**config.mk**
```make
export PLATFORM = sky130hd
export DESIGN_NAME = alu_lock_arbiter_flat
export DESIGN_NICKNAME = d
export VERILOG_FILES = /design/src/rtl/alu_lock_arbiter_pkg.sv /design/src/rtl/alu_lock_arbiter_if.sv /design/src/rtl/alu_lock_arbiter_alu_core.sv /design/src/rtl/alu_lock_arbiter.sv /design/src/flat_wrapper.sv
export SDC_FILE = /design/constraint.sdc
export NUM_CORES = 1
export LEC_CHECK = 0
export ABC_AREA = 1
export CAP_MARGIN = 40
export CORE_MARGIN = 5
export CORE_UTILIZATION = 45
export DETAILED_ROUTE_END_ITERATION = 8
export PLACE_DENSITY_LB_ADDON = 0.1
export RECOVER_POWER = 25
export REMOVE_ABC_BUFFERS = 1
export SLEW_MARGIN = 20
export SYNTH_ARGS = -nofsm -noshare
export SYNTH_HDL_FRONTEND = slang
export SYNTH_HIERARCHICAL = 1
export SYNTH_SLANG_ARGS = --single-unit
```
**constraint.sdc**
```tcl
create_clock -name clk -period 12.2 [get_ports clk]
set_input_delay 2.44 -clock clk [delete_from_list [all_inputs] [get_ports clk]]
set_output_delay 2.44 -clock clk [all_outputs]
set_load 0.05 [all_outputs]
```
**src/rtl/alu_lock_arbiter_pkg.sv**
```systemverilog
// rtl/alu_lock_arbiter_pkg.sv - shared ALU op/request/answer types for the ALU lock arbiter
package alu_lock_arbiter_pkg;

   localparam int DATA_W = 32;

   typedef enum logic [3:0] {
      OP_ADD  = 4'd0,
      OP_ADDU = 4'd1,
      OP_SUB  = 4'd2,
      OP_SUBU = 4'd3,
      OP_AND  = 4'd4,
      OP_OR   = 4'd5,
      OP_XOR  = 4'd6,
      OP_NOR  = 4'd7,
      OP_SLT  = 4'd8,
      OP_SLTU = 4'd9,
      OP_LUI  = 4'd10,
      OP_SLL  = 4'd11,
      OP_SRL  = 4'd12,
      OP_SRA  = 4'd13
   } alu_op_t;

   typedef struct packed {
      alu_op_t            op;
      logic [DATA_W-1:0]  a;
      logic [DATA_W-1:0]  b;
   } alu_req_t;

   typedef struct packed {
      logic [DATA_W-1:0]  c;
      logic               zero;
   } alu_ans_t;

   // Owner index width; a single-unit configuration still needs one bit.
   function automatic int owner_w(input int n);
      return (n > 1) ? $clog2(n) : 1;
   endfunction

endpackage

```
**src/rtl/alu_lock_arbiter_if.sv**
```systemverilog
// rtl/alu_lock_arbiter_if.sv - request/grant/operand bundle between SIC units and the ALU arbiter
interface alu_lock_arbiter_if
   import alu_lock_arbiter_pkg::*;
#(
   parameter int NUM_SIC  = 4,
   parameter int ID_WIDTH = 4
) ();

   logic [NUM_SIC-1:0]               rpl_req;
   logic [NUM_SIC-1:0][ID_WIDTH-1:0] rpl_issue_id;
   logic [NUM_SIC-1:0]               rpl_release;
   alu_req_t [NUM_SIC-1:0]           alu_req;
   logic [NUM_SIC-1:0]               alu_grant;
   alu_ans_t [NUM_SIC-1:0]           alu_ans;
   logic                             busy;

   modport master (
      output rpl_req, rpl_issue_id, rpl_release, alu_req,
      input  alu_grant, alu_ans, busy
   );

   modport slave (
      input  rpl_req, rpl_issue_id, rpl_release, alu_req,
      output alu_grant, alu_ans, busy
   );

endinterface

```
**src/rtl/alu_lock_arbiter_alu_core.sv**
```systemverilog
// rtl/alu_lock_arbiter_alu_core.sv - combinational 32-bit ALU datapath shared by all SIC units
module alu_core
   import alu_lock_arbiter_pkg::*;
(
   input  alu_op_t           i_op,
   input  logic [DATA_W-1:0] i_a,
   input  logic [DATA_W-1:0] i_b,
   output logic [DATA_W-1:0] o_c,
   output logic              o_zero
);

   logic [DATA_W-1:0] w_c;
   logic [4:0]        w_sh;

   assign w_sh = i_b[4:0];

   always_comb begin
      w_c = '0;
      case (i_op)
         OP_ADD, OP_ADDU: w_c = i_a + i_b;
         OP_SUB, OP_SUBU: w_c = i_a - i_b;
         OP_AND:          w_c = i_a & i_b;
         OP_OR:           w_c = i_a | i_b;
         OP_XOR:          w_c = i_a ^ i_b;
         OP_NOR:          w_c = ~(i_a | i_b);
         OP_SLT:          w_c = {{(DATA_W-1){1'b0}}, ($signed(i_a) < $signed(i_b))};
         OP_SLTU:         w_c = {{(DATA_W-1){1'b0}}, (i_a < i_b)};
         OP_LUI:          w_c = {i_b[15:0], 16'h0000};
         OP_SLL:          w_c = i_a << w_sh;
         OP_SRL:          w_c = i_a >> w_sh;
         OP_SRA:          w_c = $unsigned($signed(i_a) >>> w_sh);
         default:         w_c = '0;
      endcase
   end

   assign o_c    = w_c;
   assign o_zero = (w_c == '0);

endmodule

```
**src/rtl/alu_lock_arbiter.sv**
```systemverilog
// rtl/alu_lock_arbiter.sv - age-ordered lock arbiter granting one SIC unit exclusive use of the ALU
module alu_lock_arbiter
   import alu_lock_arbiter_pkg::*;
#(
   parameter int NUM_SIC  = 4,
   parameter int ID_WIDTH = 4
) (
   input  logic              clk,
   input  logic              rst_n,
   alu_lock_arbiter_if.slave bus
);

   localparam int OWN_W = owner_w(NUM_SIC);

   typedef enum logic {
      ST_FREE   = 1'b0,
      ST_LOCKED = 1'b1
   } state_t;

   state_t               r_state;
   state_t               w_state_nxt;
   logic [OWN_W-1:0]     r_owner;
   logic [OWN_W-1:0]     w_owner_nxt;

   logic [NUM_SIC-1:0]   w_own_mask;
   logic [NUM_SIC-1:0]   w_cand;
   logic [NUM_SIC-1:0]   w_grant;
   logic                 w_lock_end;
   logic                 w_found;
   logic [OWN_W-1:0]     w_win;
   logic [ID_WIDTH-1:0]  w_best_id;

   alu_req_t             w_sel_req;
   logic [DATA_W-1:0]    w_c;
   logic                 w_zero;

   always_comb begin
      w_own_mask          = '0;
      w_own_mask[r_owner] = 1'b1;
   end

   // Release pulse and a dropped request both end the lock.
   assign w_lock_end = (r_state == ST_LOCKED) &&
                       ((|(bus.rpl_release & w_own_mask)) || !(|(bus.rpl_req & w_own_mask)));

   assign w_cand = (r_state == ST_LOCKED) ? (bus.rpl_req & ~w_own_mask) : bus.rpl_req;

   // Strict less-than keeps the lowest index on equal issue ids.
   always_comb begin
      w_found   = 1'b0;
      w_win     = '0;
      w_best_id = '0;
      for (int i = 0; i < NUM_SIC; i++) begin
         if (w_cand[i] && (!w_found || (bus.rpl_issue_id[i] < w_best_id))) begin
            w_found   = 1'b1;
            w_win     = OWN_W'(i);
            w_best_id = bus.rpl_issue_id[i];
         end
      end
   end

   always_ff @(posedge clk) begin
      if (!rst_n) begin
         r_state <= ST_FREE;
         r_owner <= '0;
      end else begin
         r_state <= w_state_nxt;
         r_owner <= w_owner_nxt;
      end
   end

   always_comb begin
      w_state_nxt = r_state;
      w_owner_nxt = r_owner;
      case (r_state)
         ST_FREE: begin
            if (w_found) begin
               w_state_nxt = ST_LOCKED;
               w_owner_nxt = w_win;
            end
         end
         ST_LOCKED: begin
            if (w_lock_end) begin
               if (w_found) begin
                  w_owner_nxt = w_win;
               end else begin
                  w_state_nxt = ST_FREE;
               end
            end
         end
         default: w_state_nxt = ST_FREE;
      endcase
   end

   assign w_grant   = (r_state == ST_LOCKED) ? w_own_mask : '0;
   assign w_sel_req = bus.alu_req[r_owner];

   alu_core u_alu_core (
      .i_op   (w_sel_req.op),
      .i_a    (w_sel_req.a),
      .i_b    (w_sel_req.b),
      .o_c    (w_c),
      .o_zero (w_zero)
   );

   always_comb begin
      bus.alu_grant = w_grant;
      bus.busy      = (r_state == ST_LOCKED);
      for (int i = 0; i < NUM_SIC; i++) begin
         bus.alu_ans[i] = w_grant[i] ? {w_c, w_zero} : '0;
      end
   end

endmodule

```
**src/flat_wrapper.sv**
```systemverilog
// flat-port wrapper written by rule: the top's interface ports become plain ports
module alu_lock_arbiter_flat import alu_lock_arbiter_pkg::*;
#(
   parameter int NUM_SIC  = 4,
   parameter int ID_WIDTH = 4
)
  (clk, rst_n, bus_rpl_req, bus_rpl_issue_id, bus_rpl_release, bus_alu_req, bus_alu_grant, bus_alu_ans, bus_busy);
  alu_lock_arbiter_if #(.NUM_SIC(NUM_SIC), .ID_WIDTH(ID_WIDTH)) bus_i ();
  input  logic clk;
  input  logic rst_n;
  input wire logic [$bits(bus_i.rpl_req)-1:0] bus_rpl_req;
  input wire logic [$bits(bus_i.rpl_issue_id)-1:0] bus_rpl_issue_id;
  input wire logic [$bits(bus_i.rpl_release)-1:0] bus_rpl_release;
  input wire logic [$bits(bus_i.alu_req)-1:0] bus_alu_req;
  output wire logic [$bits(bus_i.alu_grant)-1:0] bus_alu_grant;
  output wire logic [$bits(bus_i.alu_ans)-1:0] bus_alu_ans;
  output wire logic [$bits(bus_i.busy)-1:0] bus_busy;
  assign bus_i.rpl_req = bus_rpl_req;
  assign bus_i.rpl_issue_id = bus_rpl_issue_id;
  assign bus_i.rpl_release = bus_rpl_release;
  assign bus_i.alu_req = bus_alu_req;
  assign bus_alu_grant = bus_i.alu_grant;
  assign bus_alu_ans = bus_i.alu_ans;
  assign bus_busy = bus_i.busy;
  alu_lock_arbiter #(.NUM_SIC(NUM_SIC), .ID_WIDTH(ID_WIDTH)) u_core (.clk(clk), .rst_n(rst_n), .bus(bus_i));
endmodule
```
==> key figures <==
Setup path
  – Critical path class: input pin to output pin
  – CP Launch Type: input pin
  – Largest fanout on the critical path: 27
  – Arr. time, crit path: 7980 ps
  – Req. time, crit path: 9760 ps
  – Crit path capture type: output pin

Logic synthesis
  – Syn Inst Count: 2,823
  – Post-Syn Area: 0.0134 mm2
  – Top_reg_cell synth: dfxtp_1
  – Syn. warnings: 6
  – Part of the Yosys area used for sequential elements: 0.448%
  – Distinct cell type count after synthesis: 47
  – Ys async rst share: 0%
  – Post-synth EDFFs: 0
  – Post-Syn Area per Cell: 4.75 um2
  – Yosys reg bits: 3

Clock network
  – CTS buffer count: 3
  – Max clock buf depth: 2
  – Hold buffer count at CTS: 0
  – TritonCTS clock tree: built
  – Worst-Skew Late Latency: 220 ps
  – Clock Root Buffer: clkbuf_16
  – Clk sink count: 3
  – Worst-path clk slew: 30 ps
  – Setup Buffers After CTS: 0
  – PostCTS Resize Cnt: 0
  – H-tree depth: 1

Global routing
  – First-pass GRT wire length: 114 mm
  – GR Overflow Total: 0
  – Initial antenna violation count: 2
  – Total track usage: 43.5%
  – Vias in the first global route: 20,000
  – Pin count of the biggest net entering global routing: 67

Finish
  – Cell area after layout: 0.0178 mm2
  – Layout cells sized above 1: 2.54%
  – Layout Nets: 3,555
  – Finished Core Util: 60.4%
  – Most common cell after layout, fill and taps aside: nand2_1
  – P&R area growth vs syn: 33.2%
  – Most frequent cells in the layout: 916 x nand2_1, 509 x nand3_1, 404 x clkdlybuf4s50_1, 382 x nor2_1, 365 x inv_1

Die
  – Total core area: 0.0296 mm2
  – Chip width: 183 um
  – Die height: 183 um
  – Cell Rows: 63
  – Die area: 0.0333 mm2
  – Num ports: 435
  – Initial core utilization: 45.3%

Placement
  – Hpwl dp: 63.9 mm
  – IO buf count: 434
  – Placed cell area: 0.0178 mm2
  – RD Place Congestion: 1.19

Timing
  – Final slew viol count: 22
  – Final period utilization: 85.4%
  – Fin. Hold Viols: 0
  – Worst hold slack: 671 ps
  – Clock Skews: 1.41 ps
  – Slew headroom: -34.6%
  – Fin Setup TNS: 0 ps
  – Fmax: 96.0 MHz
  – Setup-failing EPs final: 0
  – Post-route minimum period: 10,420 ps
  – Worst Max-Slew Pin Slew: 2010 ps
  – RSZ-0062 raised after global routing: no

Detailed routing
  – Via Count: 21,400
  – Via density: 6.03
  – Post-Route WL: 77.3 mm
  – WL/cell: 21.8 um
  – DRC: 0
  – Number of DRC markers in iteration 0: 3,091
  – Final antenna-violating net count: 0
  – DR pass1 iterations: 7

Power
  – Cell area power density: 277 mW/mm2
  – P_leak: 9.31 nW
  – Peak VDD IR: 167 uV
  – Design Power: 4.94 mW

Run
  – Max Cap Viol: 1

Run status
  – Outcome: finished, violations left
  – Failing checks: capacitance limit, slew limit

Hold path
  – Hold Crit Class: flop to flop
==> sequential cells by signal, summed over array words and instances, names as in the netlist <==
register / cells
u_core/bus.busy: 1
u_core/r_owner: 2
==> critical path: stages <==
cell and delay (ps):
clkdlybuf4s50_1 400, a22oi_1 230, nand3_1 370, inv_1 880
ha_1 510, nor2_1 230, nand3_1 100, nand3_1 190
nand2_1 90, nand2_1 180, nand2_1 70, nand3_1 70
nand2_1 120, nor2_1 290, nand2_1 130, nor2_1 100
nand2_1 60, nor2_1 140, nand3_1 90, nor2_1 180
inv_1 110, nor2_1 120, clkdlybuf4s50_1 830
==> per-layer routing <==
metal  track usage [%]  vias to the layer above  routed length (um)
met5                 0                        -                  13
met4              26.7                        2                5930
met3              11.5                      330               11200
met2              66.6                     1710               32300
met1              54.2                     9565               27900
li1                  -                     9747                   -
==> synth_stat cells (7+ instances only) <==
| cell | instances | share of area, % |
|---|---|---|
| nand2_1 | 917 | 26 |
| nand3_1 | 510 | 19 |
| nor2_1 | 382 | 11 |
| inv_1 | 364 | 10 |
| a22oi_1 | 119 | 6.7 |
| ha_1 | 106 | 9.9 |
| a21oi_1 | 69 | 2.6 |
| clkbuf_1 | 62 | 1.7 |
| o21ai_0 | 52 | 1.9 |
| buf_2 | 49 | 1.8 |
| nand4_1 | 21 | 0.98 |
| inv_2 | 17 | 0.48 |
| nor3_1 | 16 | 0.60 |
| o21ai_1 | 16 | 0.60 |
| o22ai_1 | 14 | 0.65 |
| nand2_2 | 12 | 0.56 |
| o211ai_1 | 11 | 0.62 |
| buf_4 | 10 | 0.56 |
| buf_1 | 9 | 0.25 |
| o21bai_1 | 8 | 0.45 |
| buf_6 | 7 | 0.59 |
| nor2_2 | 7 | 0.33 |
==> final timing paths <==
kind	from	cells after the start	slack, ps	to
hold reg to reg	u_core/r_owner[0]	2	670	u_core/r_owner[0]
setup / recovery	bus_alu_req[4]	23	1780	bus_alu_ans[33]
setup reg to reg	u_core/r_owner[0]	25	7370	u_core/r_owner[1]
hold / removal	u_core/r_owner[0]	2	670	u_core/r_owner[0]
==> power by group <==
part	internal [mW]	switching, mW
clock network	0.0431	0.00908
logic	1.29	3.58
registers	0.0120	0.00415
==> layout make-up <==
type / count / area (um2)
Clock buffer: 4 / 78.8
Fill cell: 3094 / 11700
Inverter: 384 / 1440
Antenna cell: 1 / 2.50
Sequential cell: 3 / 60.1
Timing Repair Buffer: 458 / 4540
Tap cell: 390 / 488
Multi-Input combinational cell: 2299 / 11200
==> kinds of logic (layout without fill, tap and decap cells) <==
kind of cell | Yosys count | after routing | synth area share, %
fa+ha+maj | 108 | 108 | 10.2
buf+inv | 521 | 846 | 15.7
flops | 3 | 3 | 0.448
simple gates | 1888 | 1888 | 59.3
other cells | 0 | 1 | 0
compound gates | 303 | 303 | 14.3
==> per-stage QoR <==
stage / std cells / worst slack (ps)
finish: 3539 / 1780
global route: 3538 / 1600
CTS: 3538 / 2350
detailed placement: 3534 / 2360
global placement: 3533 / 2370
floorplan: 2686 / 2110
Power figures use the tool's default switching activity.
